## src/rtl/sc_display_pkg.sv

```systemverilog
// Shared constants, segment table and FSM state type for the sc_out_display decimal readout.
package sc_display_pkg;

    localparam logic [6:0] SEG_BLANK = 7'h7F;
    localparam logic [6:0] SEG_DASH  = 7'h3F;

    // Active-low {g,f,e,d,c,b,a} patterns for decimal digits 0..9
    localparam logic [6:0] SEG_TABLE [10] = '{
        7'h40, 7'h79, 7'h24, 7'h30, 7'h19,
        7'h12, 7'h02, 7'h78, 7'h00, 7'h10
    };

    // Six displayed digits plus one extra digit that only exists to detect overflow
    localparam int BCD_DIGITS = 7;
    localparam int BCD_W      = 4 * BCD_DIGITS;

    typedef enum logic [1:0] {
        IDLE  = 2'd0,
        SHIFT = 2'd1,
        DONE  = 2'd2
    } state_t;

    // Double-dabble correction step: every BCD digit >= 5 gets +3 ahead of the shift
    function automatic logic [BCD_W-1:0] bcd_add3(input logic [BCD_W-1:0] bcd);
        logic [BCD_W-1:0] res;
        res = bcd;
        for (int i = 0; i < BCD_DIGITS; i++) begin
            if (bcd[4*i +: 4] >= 4'd5) begin
                res[4*i +: 4] = bcd[4*i +: 4] + 4'd3;
            end else begin
                res[4*i +: 4] = bcd[4*i +: 4];
            end
        end
        return res;
    endfunction

endpackage

```

## src/rtl/seg7_decoder.sv

```systemverilog
// Combinational 4-bit BCD digit to active-low 7-segment pattern; non-decimal codes show blank.
module seg7_decoder
    import sc_display_pkg::*;
(
    input  logic [3:0] digit,
    output logic [6:0] seg
);

    // Table lookup with a blank fallback for codes 10..15
    always_comb begin
        seg = SEG_BLANK;
        case (digit)
            4'd0:    seg = SEG_TABLE[0];
            4'd1:    seg = SEG_TABLE[1];
            4'd2:    seg = SEG_TABLE[2];
            4'd3:    seg = SEG_TABLE[3];
            4'd4:    seg = SEG_TABLE[4];
            4'd5:    seg = SEG_TABLE[5];
            4'd6:    seg = SEG_TABLE[6];
            4'd7:    seg = SEG_TABLE[7];
            4'd8:    seg = SEG_TABLE[8];
            4'd9:    seg = SEG_TABLE[9];
            default: seg = SEG_BLANK;
        endcase
    end

endmodule

```

## src/rtl/sc_out_display.sv

```systemverilog
// Shows the CPU output port in decimal on six active-low 7-segment digits via a sequential
// double-dabble converter. Define SC_OUT_DISPLAY_LZB_EN to blank leading zero digits.
module sc_out_display
    import sc_display_pkg::*;
#(
    parameter int DATA_WIDTH = 20,
    parameter int NUM_DIGITS = 6
) (
    input  logic                  clock,
    input  logic                  resetn,
    input  logic [DATA_WIDTH-1:0] value_in,
    output logic [6:0]            hex0,
    output logic [6:0]            hex1,
    output logic [6:0]            hex2,
    output logic [6:0]            hex3,
    output logic [6:0]            hex4,
    output logic [6:0]            hex5,
    output logic                  busy,
    output logic                  overflow
);

    localparam int CNT_W = $clog2(DATA_WIDTH);
    localparam logic [CNT_W-1:0] CNT_LAST = CNT_W'(DATA_WIDTH - 1);

    state_t                          state_q, state_d;
    logic [CNT_W-1:0]                cnt_q, cnt_d;
    logic [DATA_WIDTH-1:0]           bin_q, bin_d;
    logic [DATA_WIDTH-1:0]           last_q, last_d;
    logic [BCD_W-1:0]                bcd_q, bcd_d;
    logic                            loaded_q, loaded_d;
    logic                            busy_q, busy_d;
    logic                            ovf_q, ovf_d;
    logic [NUM_DIGITS-1:0][6:0]      hex_q, hex_d;

    logic [BCD_W-1:0]                bcd_adj_s;
    logic [NUM_DIGITS-1:0][6:0]      dec_seg_s;
    logic [NUM_DIGITS-1:0][6:0]      disp_s;
    logic                            ovf_s;
`ifdef SC_OUT_DISPLAY_LZB_EN
    logic                            lead_s;
`endif

    genvar g;
    generate
        for (g = 0; g < NUM_DIGITS; g++) begin : g_dec
            seg7_decoder u_dec (
                .digit (bcd_q[4*g +: 4]),
                .seg   (dec_seg_s[g])
            );
        end
    endgenerate

    // Final display image from the finished BCD value; only latched on the DONE edge
    always_comb begin
        disp_s = dec_seg_s;
        ovf_s  = (bcd_q[BCD_W-1 -: 4] != 4'd0);
`ifdef SC_OUT_DISPLAY_LZB_EN
        lead_s = 1'b1;
`endif
        if (ovf_s) begin
            disp_s = {NUM_DIGITS{SEG_DASH}};
        end else begin
`ifdef SC_OUT_DISPLAY_LZB_EN
            for (int i = NUM_DIGITS - 1; i >= 1; i--) begin
                if (lead_s && (bcd_q[4*i +: 4] == 4'd0)) begin
                    disp_s[i] = SEG_BLANK;
                end else begin
                    lead_s = 1'b0;
                end
            end
`else
            disp_s = dec_seg_s;
`endif
        end
    end

    // Conversion FSM: capture on change, shift DATA_WIDTH times, publish once
    always_comb begin
        state_d   = state_q;
        cnt_d     = cnt_q;
        bin_d     = bin_q;
        last_d    = last_q;
        bcd_d     = bcd_q;
        loaded_d  = loaded_q;
        busy_d    = busy_q;
        ovf_d     = ovf_q;
        hex_d     = hex_q;
        bcd_adj_s = bcd_add3(bcd_q);
        case (state_q)
            IDLE: begin
                if (!loaded_q || (value_in != last_q)) begin
                    bin_d   = value_in;
                    last_d  = value_in;
                    bcd_d   = '0;
                    cnt_d   = '0;
                    busy_d  = 1'b1;
                    state_d = SHIFT;
                end else begin
                    state_d = IDLE;
                end
            end
            SHIFT: begin
                {bcd_d, bin_d} = {bcd_adj_s, bin_q} << 1;
                cnt_d          = cnt_q + CNT_W'(1);
                if (cnt_q == CNT_LAST) begin
                    state_d = DONE;
                end else begin
                    state_d = SHIFT;
                end
            end
            DONE: begin
                hex_d    = disp_s;
                ovf_d    = ovf_s;
                loaded_d = 1'b1;
                busy_d   = 1'b0;
                state_d  = IDLE;
            end
            default: begin
                busy_d  = 1'b0;
                state_d = IDLE;
            end
        endcase
    end

    // State and output registers; reset blanks the display and forces a fresh conversion
    always_ff @(posedge clock or negedge resetn) begin
        if (!resetn) begin
            state_q  <= IDLE;
            cnt_q    <= '0;
            bin_q    <= '0;
            last_q   <= '0;
            bcd_q    <= '0;
            loaded_q <= 1'b0;
            busy_q   <= 1'b0;
            ovf_q    <= 1'b0;
            hex_q    <= {NUM_DIGITS{SEG_BLANK}};
        end else begin
            state_q  <= state_d;
            cnt_q    <= cnt_d;
            bin_q    <= bin_d;
            last_q   <= last_d;
            bcd_q    <= bcd_d;
            loaded_q <= loaded_d;
            busy_q   <= busy_d;
            ovf_q    <= ovf_d;
            hex_q    <= hex_d;
        end
    end

    assign hex0     = hex_q[0];
    assign hex1     = hex_q[1];
    assign hex2     = hex_q[2];
    assign hex3     = hex_q[3];
    assign hex4     = hex_q[4];
    assign hex5     = hex_q[5];
    assign busy     = busy_q;
    assign overflow = ovf_q;

endmodule

```

## config.mk

```make
export PLATFORM = sky130hd
export DESIGN_NAME = sc_out_display
export DESIGN_NICKNAME = d
export VERILOG_FILES = /design/src/rtl/sc_display_pkg.sv /design/src/rtl/seg7_decoder.sv /design/src/rtl/sc_out_display.sv
export SDC_FILE = /design/constraint.sdc
export NUM_CORES = 1
export LEC_CHECK = 0
export CAP_MARGIN = 20
export CORE_MARGIN = 4
export CORE_UTILIZATION = 50
export CTS_CLUSTER_SIZE = 40
export DETAILED_ROUTE_END_ITERATION = 6
export PLACE_DENSITY = 0.71
export REMOVE_ABC_BUFFERS = 1
export SLEW_MARGIN = 40
export SYNTH_ARGS = -nofsm -noshare
export SYNTH_HDL_FRONTEND = slang
export SYNTH_SLANG_ARGS = --single-unit
```

## constraint.sdc

```tcl
create_clock -name clock -period 2.8 [get_ports clock]
set_clock_uncertainty 0.1 [all_clocks]
set_input_delay 0.56 -clock clock [delete_from_list [all_inputs] [get_ports clock]]
set_output_delay 0.56 -clock clock [all_outputs]
set_load 0.02 [all_outputs]
```

==> qor.csv <==
stage,metric,value,unit
clock_tree,CTS max path bufs,2,
yosys,post-synthesis async set-or-reset flop share,100,%
worst_setup_path,startpoint types,primary input,
yosys,synthesized area,6570,um2
floorplan,die footprint,15000,um2
sta,"Period Utilization, post-route",87.6,%
floorplan,Die W,123,um
routing,drt initial violations,414,
worst_setup_path,critical path's largest stage delay,0.66,ns
yosys,"EDFF count, synth",0,
clock_tree,Clock transition at path regs,0.05,ns
worst_setup_path,"Req. time, crit path",2.99,ns
routing,drt first pass iters,5,
sta,worst hold slack,0.212,ns
routing,post-DR wirelength/cell,15.3,um
yosys,Simple-Gate Fraction of Synth Area,12.5,%
worst_setup_path,critical path arrival,2.64,ns
layout,diode count,0,
routing,drt total wl,14300,um
yosys,Mapped Avg Cell Area,9.58,um2
clock_tree,Post-CTS Resized,0,
yosys,top-count cell post-synth,dfrtp_1,
sta,Worst-Margin Slew,0.562,ns
routing,drt via density,5.60,
routing,Vias,5255,
yosys,Mapped Cells,686,
yosys,Synth Flop Type,dfrtp_1,
clock_tree,root buf cell,clkbuf_16,
global_routing,vias in the first global route,5199,
sta,setup_tns,0,ns
power,share of total power in the clock network,34.0,%
clock_tree,CTS tree,done,
power,power per standard cell area,743,nW/um2
yosys,largest cells by area after synthesis,"dfrtp_1 (30%), dfstp_2 (17%), ha_1 (6.3%)",
power,Sw Share,27.7,%
flow_run,maxcap violations,0,
yosys,Synth area leader,dfrtp_1,
global_routing,first-pass GRT wire length,24300,um
worst_setup_path,slowest cell on the critical path,or4_1,
placement,PortBufs,65,
sta,Final Slew Violations,0,
yosys,Post-synth top cells,"dfrtp_1 (78), nor2_1 (62), a21oi_1 (60), nand2_1 (60), o21ai_0 (60)",
run_status,outcome,"finished, final reports clean",
worst_setup_path,Worst setup EP type,flip-flop,
yosys,top-area cell type share of the netlist area,29.7,%
placement,routability cong.,0.862,
yosys,Yosys reg bits,120,
worst_setup_path,critical path cell sequence,clkdlybuf4s50_1 > xnor2_1 > nand4_1 > or4_1 > buf_4 > nor3_1 > o2bb2ai_1,
floorplan,io pins,66,
sta,final hold vios,0,
global_routing,initial antenna violation count,0,
placement,post-DP HPWL,9970,um
yosys,main combinational cell family by area after synthesis,compound AO/OA/AOI/OAI gates,
yosys,mux contribution to synthesized area,4.95,%
worst_setup_path,Critical Path Fanout Max,6,
power,peak supply drop,0.403,mV
global_routing,Total Routing Usage GR,20.2,%
floorplan,Die Ht,123,um
power,NetSw,1.66,mW
routing,antenna-violating nets left,0,
yosys,register area share after synthesis,46.5,%
sta,Final Setup Violations,0,
floorplan,starting density of the core,51.6,%
global_routing,GRT overflow,0,
yosys,YS warnings,0,
layout,share of layout cells above drive strength 1,16.2,%
power,combinational power share,24.9,%
layout,Area growth syn-to-layout,22.9,%
clock_tree,Num CTS Buffers,17,
worst_setup_path,kind of critical path,primary input to flip-flop,
yosys,Post-Synth XOR/XNOR Area,3.87,%
min_path,Hold/Removal Path Class,primary input to async pin,
floorplan,core area,12700,um2
clock_tree,Sink Count,120,
sta,highest clock rate,0.408,GHz
layout,Layout Nets,809,
power,"Power, Total",6.00,mW
sta,Final Critical Period,2.45,ns
routing,DRC viols,0,
clock_tree,Setup Buffers After CTS,0,
power,Leak Pwr,3.31,nW
clock_tree,clk_lat worst skew,0.42,ns
power,sequential power share,41.1,%
clock_tree,"Hold-fix buffers, CTS",0,
yosys,post-synthesis adder-cell area fraction,6.29,%
placement,"Cell Area, Placed",7510,um2
yosys,synth unique cells,47,
global_routing,largest net degree at the start of global routing,50,
layout,design area,8070,um2
floorplan,std cell rows,41,
yosys,Synth Area in Compound Gates,21.0,%
power,Int Power,4.34,mW
clock_tree,H-tree levels,4,
sta,RSZ-0062 raised after global routing,no,
sta,slew margin rel.,62.4,%
power groups by stage:
stage          registers (mW)  clock network [mW]  logic, mW
5_1_grt                  2.52                2.16       1.61
4_1_cts                  2.47                2.09       1.52
3_5_place_dp             2.50                   0       1.51
3_3_place_gp             2.48                   0       1.49
2_1_floorplan            2.86                   0      0.381
6_report                 2.46                2.04       1.49
registers in the layout, indices dropped and copies added (netlist names):
signal / cells
bcd_q: 28
bin_q: 20
busy: 1
cnt_q: 5
hex0: 7
hex1: 7
hex2: 7
hex3: 7
hex4: 7
hex5: 7
last_q: 20
loaded_q: 1
overflow: 1
state_q: 2
layout make-up:
cell class / count / area [um2]
Clock buffer: 28 / 517
Clock inverter: 3 / 40.0
Fill cell: 1077 / 4650
Inverter: 37 / 139
Multi-Input combinational cell: 486 / 3200
Sequential cell: 120 / 3060
Tap cell: 172 / 215
Timing Repair Buffer: 92 / 901
worst max-delay path: cells and delay by family:
kind / cells / cell delay [ns]
AO/OA/AOI/OAI: 1 / 0.10
XOR/XNOR: 1 / 0.24
AND/OR/NAND/NOR: 3 / 1.06
buffers and inverters: 2 / 0.67
final timing paths:
check | depth (start not counted) | end | start | slack [ns]
max reg2reg | 6 | bin_q[6]$_DFFE_PN0P_ | last_q[17]$_DFFE_PN0P_ | 0.58
max in group asynchronous | 2 | hex2[0]$_DFFE_PN1N_ | resetn | 1.96
min in group clock | 2 | hex4[6]$_DFFE_PN1N_ | hex4[6]$_DFFE_PN1N_ | 0.35
max | 7 | bin_q[6]$_DFFE_PN0P_ | value_in[2] | 0.35
min | 1 | hex4[2]$_DFFE_PN1N_ | resetn | 0.21
min reg2reg | 2 | hex4[6]$_DFFE_PN1N_ | hex4[6]$_DFFE_PN1N_ | 0.35
stage by stage:
stage	instances	worst slack [ns]	util [%]
floorplan	643	-0.995	-
global placement	907	0.0114	59.0
detailed placement	907	-0.0582	59.0
CTS	938	0.381	63.4
global route	938	0.240	63.4
finish	938	0.348	63.4
cell families after synthesis:
logic type	after synthesis
AND/OR/NAND/NOR	178
buffers and inverters	80
flip-flops	120
adder cells (fa/ha/maj)	33
multiplexers	30
XOR/XNOR	29
AO/OA/AOI/OAI	216
layout by cell type (no fill, tap or decap), types with 9 or more instances in the layout:
cell,Yosys,layout
nand3_1,9,9
buf_4,0,24
ha_1,33,33
nor3_1,12,12
nand2b_1,11,10
mux2_2,20,20
a21oi_1,60,60
clkdlybuf4s50_1,0,64
dfstp_2,42,42
xor2_1,9,9
xnor2_1,20,20
o21ai_0,60,60
a22o_1,10,10
o2bb2ai_1,12,12
a221o_1,15,15
clkbuf_16,0,17
inv_1,37,37
o22ai_1,17,17
dfrtp_1,78,78
nand2_1,60,60
mux2i_1,10,10
nor2_1,62,62
a31oi_1,12,12
layer usage:
layer | share of wire (%) | routed length (um) | global-route usage, %
met2 | 48 | 6950 | 33.4
met4 | 1.8 | 261 | 7.42
met1 | 45 | 6460 | 26.1
met5 | 0 | 0 | 0
met3 | 4.7 | 676 | 4.65
No activity file was read; power rests on OpenSTA's default activity.
